<file path="src/rtl/slicer_deser_pkg.sv">
// Shared types and default sizing for the slicer deserializer.
package slicer_deser_pkg;

  localparam int unsigned SLICER_DESER_WIDTH_DEF = 8;
  localparam int unsigned SLICER_DESER_DEPTH_DEF = 4;

  typedef enum logic [0:0] {
    ALIGN_HUNT,
    ALIGN_LOCKED
  } align_state_e;

endpackage

</file>
<file path="src/rtl/slicer_deser_if.sv">
// Bit-stream input and word-stream output bundle of the slicer deserializer.
interface slicer_deser_if
  import slicer_deser_pkg::*;
#(
  parameter int unsigned WIDTH = SLICER_DESER_WIDTH_DEF,
  parameter int unsigned DEPTH = SLICER_DESER_DEPTH_DEF
) ();

  localparam int unsigned LevelW = $clog2(DEPTH + 1);

  logic              bit_valid;
  logic              bit_in;
  logic              out_valid;
  logic              out_ready;
  logic [WIDTH-1:0]  out_data;
  logic [LevelW-1:0] fifo_level;
  logic              overflow;
  logic              locked;

  modport master (
    output bit_valid, bit_in, out_ready,
    input  out_valid, out_data, fifo_level, overflow, locked
  );

  modport slave (
    input  bit_valid, bit_in, out_ready,
    output out_valid, out_data, fifo_level, overflow, locked
  );

endinterface

</file>
<file path="src/rtl/slicer_deser_fifo.sv">
// First-word fall-through synchronous FIFO; a push into a full FIFO succeeds only
// when a pop happens at the same edge.
module slicer_deser_fifo
  import slicer_deser_pkg::*;
#(
  parameter int unsigned WIDTH = SLICER_DESER_WIDTH_DEF,
  parameter int unsigned DEPTH = SLICER_DESER_DEPTH_DEF
) (
  input  logic                         clk,
  input  logic                         rst,
  input  logic                         push_i,
  input  logic [WIDTH-1:0]             data_i,
  input  logic                         pop_i,
  output logic [WIDTH-1:0]             data_o,
  output logic                         full_o,
  output logic                         empty_o,
  output logic [$clog2(DEPTH+1)-1:0]   level_o
);

  localparam int unsigned AddrW  = $clog2(DEPTH);
  localparam int unsigned LevelW = $clog2(DEPTH + 1);

  logic [WIDTH-1:0]  mem_q [DEPTH];
  logic [AddrW-1:0]  wr_q, rd_q;
  logic [LevelW-1:0] level_q;
  logic              do_push, do_pop;

  assign full_o  = (level_q == LevelW'(DEPTH));
  assign empty_o = (level_q == '0);
  assign do_pop  = pop_i & ~empty_o;
  assign do_push = push_i & (~full_o | do_pop);
  assign data_o  = mem_q[rd_q];
  assign level_o = level_q;

  always_ff @(posedge clk) begin
    if (rst) begin
      for (int i = 0; i < DEPTH; i++) mem_q[i] <= '0;
      wr_q    <= '0;
      rd_q    <= '0;
      level_q <= '0;
    end else begin
      if (do_push) begin
        mem_q[wr_q] <= data_i;
        wr_q        <= wr_q + AddrW'(1);
      end
      if (do_pop) rd_q <= rd_q + AddrW'(1);
      if (do_push && !do_pop)      level_q <= level_q + LevelW'(1);
      else if (do_pop && !do_push) level_q <= level_q - LevelW'(1);
    end
  end

endmodule

</file>
<file path="src/rtl/slicer_deser.sv">
// Packs the slicer decision stream LSB-first into WIDTH-bit words queued in a FWFT FIFO.
// Define SLICER_DESER_ALIGN_EN to hunt for SYNC_WORD before packing starts.
module slicer_deser
  import slicer_deser_pkg::*;
#(
  parameter int unsigned      WIDTH     = SLICER_DESER_WIDTH_DEF,
  parameter int unsigned      DEPTH     = SLICER_DESER_DEPTH_DEF,
  parameter logic [WIDTH-1:0] SYNC_WORD = WIDTH'(8'h47)
) (
  input logic           clk,
  input logic           rst,
  slicer_deser_if.slave bus
);

  localparam int unsigned CntW = $clog2(WIDTH);

  logic [CntW-1:0]  cnt_q, cnt_d;
  logic [WIDTH-1:0] sreg_q, sreg_d;
  logic             last_bit, run, push, pop, full, empty;
  logic             overflow_q, overflow_d;

  assign sreg_d   = {bus.bit_in, sreg_q[WIDTH-1:1]};
  assign last_bit = (cnt_q == CntW'(WIDTH - 1));

`ifdef SLICER_DESER_ALIGN_EN
  align_state_e state_q;
  logic         locked_q;

  // The window compare includes the bit sampled at this edge.
  always_ff @(posedge clk) begin
    if (rst) begin
      state_q  <= ALIGN_HUNT;
      locked_q <= 1'b0;
    end else if (state_q == ALIGN_HUNT && bus.bit_valid && sreg_d == SYNC_WORD) begin
      state_q  <= ALIGN_LOCKED;
      locked_q <= 1'b1;
    end
  end

  assign run        = (state_q == ALIGN_LOCKED);
  assign bus.locked = locked_q;
`else
  logic unused_sync_word;

  assign unused_sync_word = ^SYNC_WORD;
  assign run              = 1'b1;
  assign bus.locked       = 1'b1;
`endif

  assign push = bus.bit_valid & run & last_bit;
  assign pop  = bus.out_ready & ~empty;

  // While hunting the counter holds at zero, so locking restarts the word boundary.
  always_comb begin
    cnt_d = cnt_q;
    if (bus.bit_valid && run) cnt_d = last_bit ? '0 : cnt_q + CntW'(1);
  end

  assign overflow_d = overflow_q | (push & full & ~pop);

  always_ff @(posedge clk) begin
    if (rst) begin
      cnt_q      <= '0;
      sreg_q     <= '0;
      overflow_q <= 1'b0;
    end else begin
      if (bus.bit_valid) sreg_q <= sreg_d;
      cnt_q      <= cnt_d;
      overflow_q <= overflow_d;
    end
  end

  slicer_deser_fifo #(
    .WIDTH (WIDTH),
    .DEPTH (DEPTH)
  ) u_fifo (
    .clk     (clk),
    .rst     (rst),
    .push_i  (push),
    .data_i  (sreg_d),
    .pop_i   (bus.out_ready),
    .data_o  (bus.out_data),
    .full_o  (full),
    .empty_o (empty),
    .level_o (bus.fifo_level)
  );

  assign bus.out_valid = ~empty;
  assign bus.overflow  = overflow_q;

endmodule
</file>
<file path="src/flat_wrapper.sv">
// flat-port wrapper written by rule: the top's interface ports become plain ports
module slicer_deser_flat import slicer_deser_pkg::*;
#(
  parameter int unsigned      WIDTH     = SLICER_DESER_WIDTH_DEF,
  parameter int unsigned      DEPTH     = SLICER_DESER_DEPTH_DEF,
  parameter logic [WIDTH-1:0] SYNC_WORD = WIDTH'(8'h47)
)
  (clk, rst, bus_bit_valid, bus_bit_in, bus_out_ready, bus_out_valid, bus_out_data, bus_fifo_level, bus_overflow, bus_locked);
  slicer_deser_if #(.WIDTH(WIDTH), .DEPTH(DEPTH)) bus_i ();
  input logic clk;
  input logic rst;
  input wire logic [$bits(bus_i.bit_valid)-1:0] bus_bit_valid;
  input wire logic [$bits(bus_i.bit_in)-1:0] bus_bit_in;
  input wire logic [$bits(bus_i.out_ready)-1:0] bus_out_ready;
  output wire logic [$bits(bus_i.out_valid)-1:0] bus_out_valid;
  output wire logic [$bits(bus_i.out_data)-1:0] bus_out_data;
  output wire logic [$bits(bus_i.fifo_level)-1:0] bus_fifo_level;
  output wire logic [$bits(bus_i.overflow)-1:0] bus_overflow;
  output wire logic [$bits(bus_i.locked)-1:0] bus_locked;
  assign bus_i.bit_valid = bus_bit_valid;
  assign bus_i.bit_in = bus_bit_in;
  assign bus_i.out_ready = bus_out_ready;
  assign bus_out_valid = bus_i.out_valid;
  assign bus_out_data = bus_i.out_data;
  assign bus_fifo_level = bus_i.fifo_level;
  assign bus_overflow = bus_i.overflow;
  assign bus_locked = bus_i.locked;
  slicer_deser #(.WIDTH(WIDTH), .DEPTH(DEPTH), .SYNC_WORD(SYNC_WORD)) u_core (.clk(clk), .rst(rst), .bus(bus_i));
endmodule
</file>
<file path="config.mk">
export PLATFORM = sky130hd
export DESIGN_NAME = slicer_deser_flat
export DESIGN_NICKNAME = d
export VERILOG_FILES = /design/src/rtl/slicer_deser_pkg.sv /design/src/rtl/slicer_deser_if.sv /design/src/rtl/slicer_deser_fifo.sv /design/src/rtl/slicer_deser.sv /design/src/flat_wrapper.sv
export SDC_FILE = /design/constraint.sdc
export NUM_CORES = 1
export LEC_CHECK = 0
export ABC_CLOCK_PERIOD_IN_PS = 7400
export BUFFER_PORTS_ARGS = -buffer_cell sky130_fd_sc_hd__buf_2
export CORE_MARGIN = 10
export CORE_UTILIZATION = 54
export DETAILED_ROUTE_END_ITERATION = 8
export HOLD_SLACK_MARGIN = 0.15
export PLACE_DENSITY = 0.84
export SLEW_MARGIN = 20
export SYNTH_ARGS = -nofsm -noshare
export SYNTH_HDL_FRONTEND = slang
export SYNTH_SLANG_ARGS = --single-unit
</file>
<file path="constraint.sdc">
create_clock -name clk -period 7.4 [get_ports clk]
set_clock_uncertainty 0.05 [all_clocks]
set_input_delay 0.74 -clock clk [delete_from_list [all_inputs] [get_ports clk]]
set_output_delay 0.74 -clock clk [all_outputs]
set_load 0.02 [all_outputs]
</file>
======== After elaboration in Yosys (flattened, before gate mapping) ========
Memory sizes are Yosys's and may differ from the RTL's. A register that Yosys moved wholly into a read port is not among the register bits.
Cells that the tools add are included.
Widths: inputs -> output; s select.
storage, ports and cells
  register bits ........................... 19
  RAM bits ................................ 32
  input bits .............................. 5
  output and inout port bits .............. 14
  word-level logic and storage cells ...... 44
  memories kept ........................... 1
memory list
  memory               words  width  rd ports  clocked after memory_dff  wr ports  line                     source
  u_core.u_fifo.mem_q  4      8      1         1                         4         slicer_deser_fifo.sv:23  logic [WIDTH-1:0] mem_q [DEPTH];
cells by class
  add/sub/neg operators ................... 5
  eq/ne operators ......................... 2
  mux-type cells .......................... 13
  bitwise operators ....................... 10
  reductions and logical operators ........ 7
operators with widths
  operator             number
  $mux 3               3
  $mux 8               1
  $reduce_or 8->1      1
  $add 3x1->3 const B  2
  $eq 3x3->1 const B   2
  $mux 1               6
  $mux 2               3
  $and 1x1->1          5
  $add 2x1->2 const B  2
  $logic_not 3->1      1
  $not 1->1            3
  $sub 3x1->3 const B  1
  $logic_and 1x1->1    2
  $logic_not 1->1      2
  $or 1x1->1           2
  $reduce_bool 2->1    1

======== Longest topological paths before layout ========
  depth after elaboration ................. 10
  gate-level depth with buffers ........... 12
  gate-level depth less buffers ........... 11

======== By module ========
Synthesis repeated with hierarchy kept, for this count alone.
second synthesis, totals
  cells, all modules ...................... 170
  area, all modules ....................... 2289.7 µm²
modules (own cells, without submodules)
  module             times used  cells each  area each (µm²)  sequential area each (µm²)
  slicer_deser_fifo  1           125         1838.0           1141.1
  slicer_deser       1           45          451.7            220.2

======== Worst setup path after synthesis ========
OpenSTA, ideal clock, no wires.
  path kind ............................... input -> register
  start ................................... input bus_out_ready
  end ..................................... register u_core.u_fifo.level_q[2], in the netlist u_core.u_fifo.level_o[2]
  setup time .............................. 70 ps
  arrival ................................. 2364 ps
  required time ........................... 7280 ps
  setup slack ............................. 4916 ps
  cell stages on the path ................. 10
  buffers on the path ..................... 1
  cell sequence ........................... or4b_4 -> buf_6 -> nand2_8 -> inv_6 -> ha_1 -> inv_1 -> fa_1 -> xor2_1 -> or3_1 -> a21oi_1
between the ends
  word-level cells in the longest chain between the ends .. 6
  elaborated cells between the ends (all ways) .. 9
  classes of those cells .................. mux: 1; bitwise: 3; reduce/logical: 5
ends and longest elaborated chain
  item                         line                     source
  start, declared              flat_wrapper.sv:14       input wire logic [$bits(bus_i.out_ready)-1:0] bus_out_ready;
  $and 1x1->1 *                slicer_deser_fifo.sv:30  assign do_pop = pop_i & ~empty_o;
  $or 1x1->1 *                 slicer_deser_fifo.sv:31  assign do_push = push_i & (~full_o | do_pop);
  $and 1x1->1 *                slicer_deser_fifo.sv:31
  via u_core.u_fifo.do_push    slicer_deser_fifo.sv:26  logic do_push, do_pop;
  $logic_not 1->1              slicer_deser_fifo.sv:48  else if (do_pop && !do_push) level_q <= level_q - LevelW'(1);
  $logic_and 1x1->1            slicer_deser_fifo.sv:48
  $reduce_bool 2->1 (no line)  --
  end signal, assigned         slicer_deser_fifo.sv:47  if (do_push && !do_pop) level_q <= level_q + LevelW'(1);
  end signal, assigned         slicer_deser_fifo.sv:48
  end, declared                slicer_deser_fifo.sv:25  logic [LevelW-1:0] level_q;
The timed path passes the listed nets; every way through them passes the cells marked *.
A chain may end at the register's enable or synchronous reset.

======== Worst setup path in the final report ========
  start ................................... input bus_bit_valid
  end ..................................... register u_core.u_fifo.level_q[2], in the netlist u_core.u_fifo.level_o[2]
between the ends
  word-level cells in the longest chain between the ends .. 5
  elaborated cells between the ends (all ways) .. 7
  classes of those cells .................. mux: 1; bitwise: 2; reduce/logical: 4
ends and longest elaborated chain
  item                         line                     source
  start, declared              flat_wrapper.sv:12       input wire logic [$bits(bus_i.bit_valid)-1:0] bus_bit_valid;
  $and 1x1->1 *                slicer_deser.sv:50       assign push = bus.bit_valid & run & last_bit;
  $and 1x1->1 *                slicer_deser_fifo.sv:31
  via u_core.u_fifo.do_push    slicer_deser_fifo.sv:26
  $logic_not 1->1              slicer_deser_fifo.sv:48
  $logic_and 1x1->1            slicer_deser_fifo.sv:48
  $reduce_bool 2->1 (no line)  --
Marked as above.

==> impl_metrics.yaml <==
placed_design:
  dpl_worst_slack_ps: 4437
  io_buffers: 17
  place.gp.congestion: 0.7415
  dpl.hpwl_mm: 2.767
cells_and_area:
  multiInputGateArea_um2: 827.0
  seq_area_mm2: 0.001361
  nNetsFinal: 199
  drive_above_1_share: 0.2094
  syn_to_final_growth_pct: 8.162
  fillers: 330
  antenna_cells: 0
floorplanning:
  die_area_mm2: 0.007157
  boundaryPins: 19
  fp.dieW_um: 84.60
  initial_core_util: 0.5593
  die_h_um: 84.60
  rows: 23
  coreArea_mm2: 0.004029
clock_tree:
  hold_buffers: 0
  clk_latency_ps: 310
  cts_tree: "yes"
  ctsResizeCount: 0
  cts_sinks: 52
  htree_num_levels: 2
  cts_setup_buffers: 0
  clk_pin_slew_ps: 90
  clockBufferDepth: 2
  root_buffer: "clkbuf_8"
  cts-buffers-inserted: 5
setup_path:
  critPathKind: "primary input to flop"
  worstPathMaxFanout: 12
  worstSetupEndpointType: "flop"
  rrSetupSlack_ps: 4800
  rr_worst_depth: 11
  r2r_start: "u_core.cnt_q[0]"
  startpoint: "bus_bit_valid"
  crit_arrival_ps: 2840
  crit_required_ps: 7590
  critPathLaunchType: "primary input"
  crit_end: "u_core.u_fifo.level_o[2]"
  reg2reg_to: "u_core.u_fifo.level_o[2]"
min_path:
  min_path_type: "flop to flop"
synthesis:
  syn-cell-area_mm2: 0.002253
  postSynthAreaPerCell_um2: 12.80
  synth_top_flop_cell: "edfxtp_1"
  synth_cell_type_count: 35
  ys_seq_area_frac: 0.6041
  synth_edf_count: 32
  syn_nets: 185
  ys_seq_elements: 52
  ys_warn_count: 0
  synthArstFlopShare: 0
  synthCells: 176
timing:
  rsz0062_at_grt: "false"
  period_minus_slack_ps: 2646
  finalCritPeriodShare: 0.3576
  slew_headroom: 0.6460
  max_freq_mhz: 377.9
  finalHoldViolCount: 0
  setup_violations: 0
  maxSlewViolCount: 0
  whs_ps: 451.0
  worst_pin_slew_ps: 530.3
  fin_setup_tns_ps: 0
  setup_slack_ps: 4754
detailed_routing:
  drc_errors: 0
  drt_first_iter_violations: 150
  ant_nets: 0
  via_per_inst: 5.519
  vias: 1330
  finalWirelength_mm: 3.871
  firstDrtPassIters: 4
  wl_per_cell_um: 16.06
global_route:
  grt_pass1_wl_mm: 6.762
  first_global_vias: 1406
  grt.overflow.total: 0
  grtUsageTotal: 0.1165
  grt_max_degree: 34
  antenna_found_initial: 0
pwr:
  power_density_mw_per_mm2: 255.9
  p_leak_nw: 0.9305
  peakVddDrop_mv: 0.2004
  finalPower_w: 0.0006238
flow_run:
  drv_cap: 0
status:
  status: "complete, no violations"
-- how the worst min path moves through the flow --
| stage | depth (start not counted) | slack (ps) | start | end |
|---|---|---|---|---|
| floorplan | 2 | 410 | u_core.sreg_q[1] | u_core.sreg_q[1] |
| global placement | 2 | 430 | u_core.bus.overflow | u_core.bus.overflow |
| detailed placement | 2 | 420 | u_core.bus.overflow | u_core.bus.overflow |
| CTS | 2 | 450 | u_core.bus.overflow | u_core.bus.overflow |
| global route | 2 | 510 | u_core.bus.overflow | u_core.bus.overflow |
| finish | 2 | 450 | u_core.bus.overflow | u_core.bus.overflow |
-- cells by family after synthesis --
kind of cell	Yosys count	share of synthesized area
AND/OR/NAND/NOR	75	0.1710
adder cells (fa/ha/maj)	4	0.02554
other	1	0.001664
multiplexers	19	0.1288
flip-flops	52	0.6041
AO/OA/AOI/OAI	9	0.02443
buffers and inverters	12	0.02887
XOR/XNOR	4	0.01555
-- where the power goes --
group,switching [W],internal (W)
sequential,0.0000229,0.000324
clock,0.0000930,0.0000674
combinational,0.0000645,0.0000522
-- cell usage after synthesis, types with 3 or more instances --
cell,instances,share of area
clkbuf_1,4,0.0067
nor2_1,49,0.082
dfxtp_1,20,0.18
ha_1,3,0.017
nand2b_1,12,0.033
a21oi_1,3,0.0067
mux2i_1,11,0.049
edfxtp_1,32,0.43
mux4_2,8,0.080
xor2_1,4,0.016
-- critical path: stages --
cell and delay (ps):
buf_2 280, and2_1 390, nand2_8 120, inv_6 80, ha_1 180, inv_1 60
fa_1 370, xor2_1 160, or3_1 310, a21oi_1 140
-- stage by stage --
stage | instance area, um2 | cells | utilization
after floorplan | 2253 | 176 | -
after global placement | 2349 | 233 | 0.5829
after detailed placement | 2349 | 233 | 0.5829
after CTS | 2437 | 241 | 0.6050
after global routing | 2437 | 241 | 0.6050
final | 2437 | 241 | 0.6050
-- metal layers --
layer | global-route usage | wire [um] | vias to the layer above
met4 | 0.05389 | 75 | 0
met2 | 0.1784 | 1832 | 30
met3 | 0.04251 | 248 | 7
met1 | 0.1429 | 1715 | 649
li1 | - | - | 644
met5 | 0 | 0 | -
-- state kept, by name, indices dropped and copies added (netlist names), named ones only --
name,flops
u_core.u_fifo.wr_q,2
u_core.cnt_q,3
u_core.u_fifo.level_o,3
u_core.bus.overflow,1
u_core.sreg_q,7
u_core.u_fifo.mem_q,32
u_core.u_fifo.rd_q,2
-- cell usage in the layout, fill, tap and decap left out, types with 3 or more instances in the layout --
| cell | n |
|---|---|
| ha_1 | 3 |
| a21oi_1 | 3 |
| xor2_1 | 4 |
| edfxtp_1 | 32 |
| nor2_1 | 49 |
| buf_2 | 17 |
| clkbuf_8 | 5 |
| dfxtp_1 | 20 |
| mux4_2 | 8 |
| nand2b_1 | 12 |
| mux2i_1 | 11 |
-- layout make-up --
type                    count  area share
flip-flops and latches     52      0.5585
clock buffers               6     0.02977
clock inverters             2    0.006674
inverters                   2    0.005133
multi-input cells         112      0.3393
well taps                  50     0.02567
repair buffers             17     0.03491
Note: power is estimated with default switching activity, not from simulation.
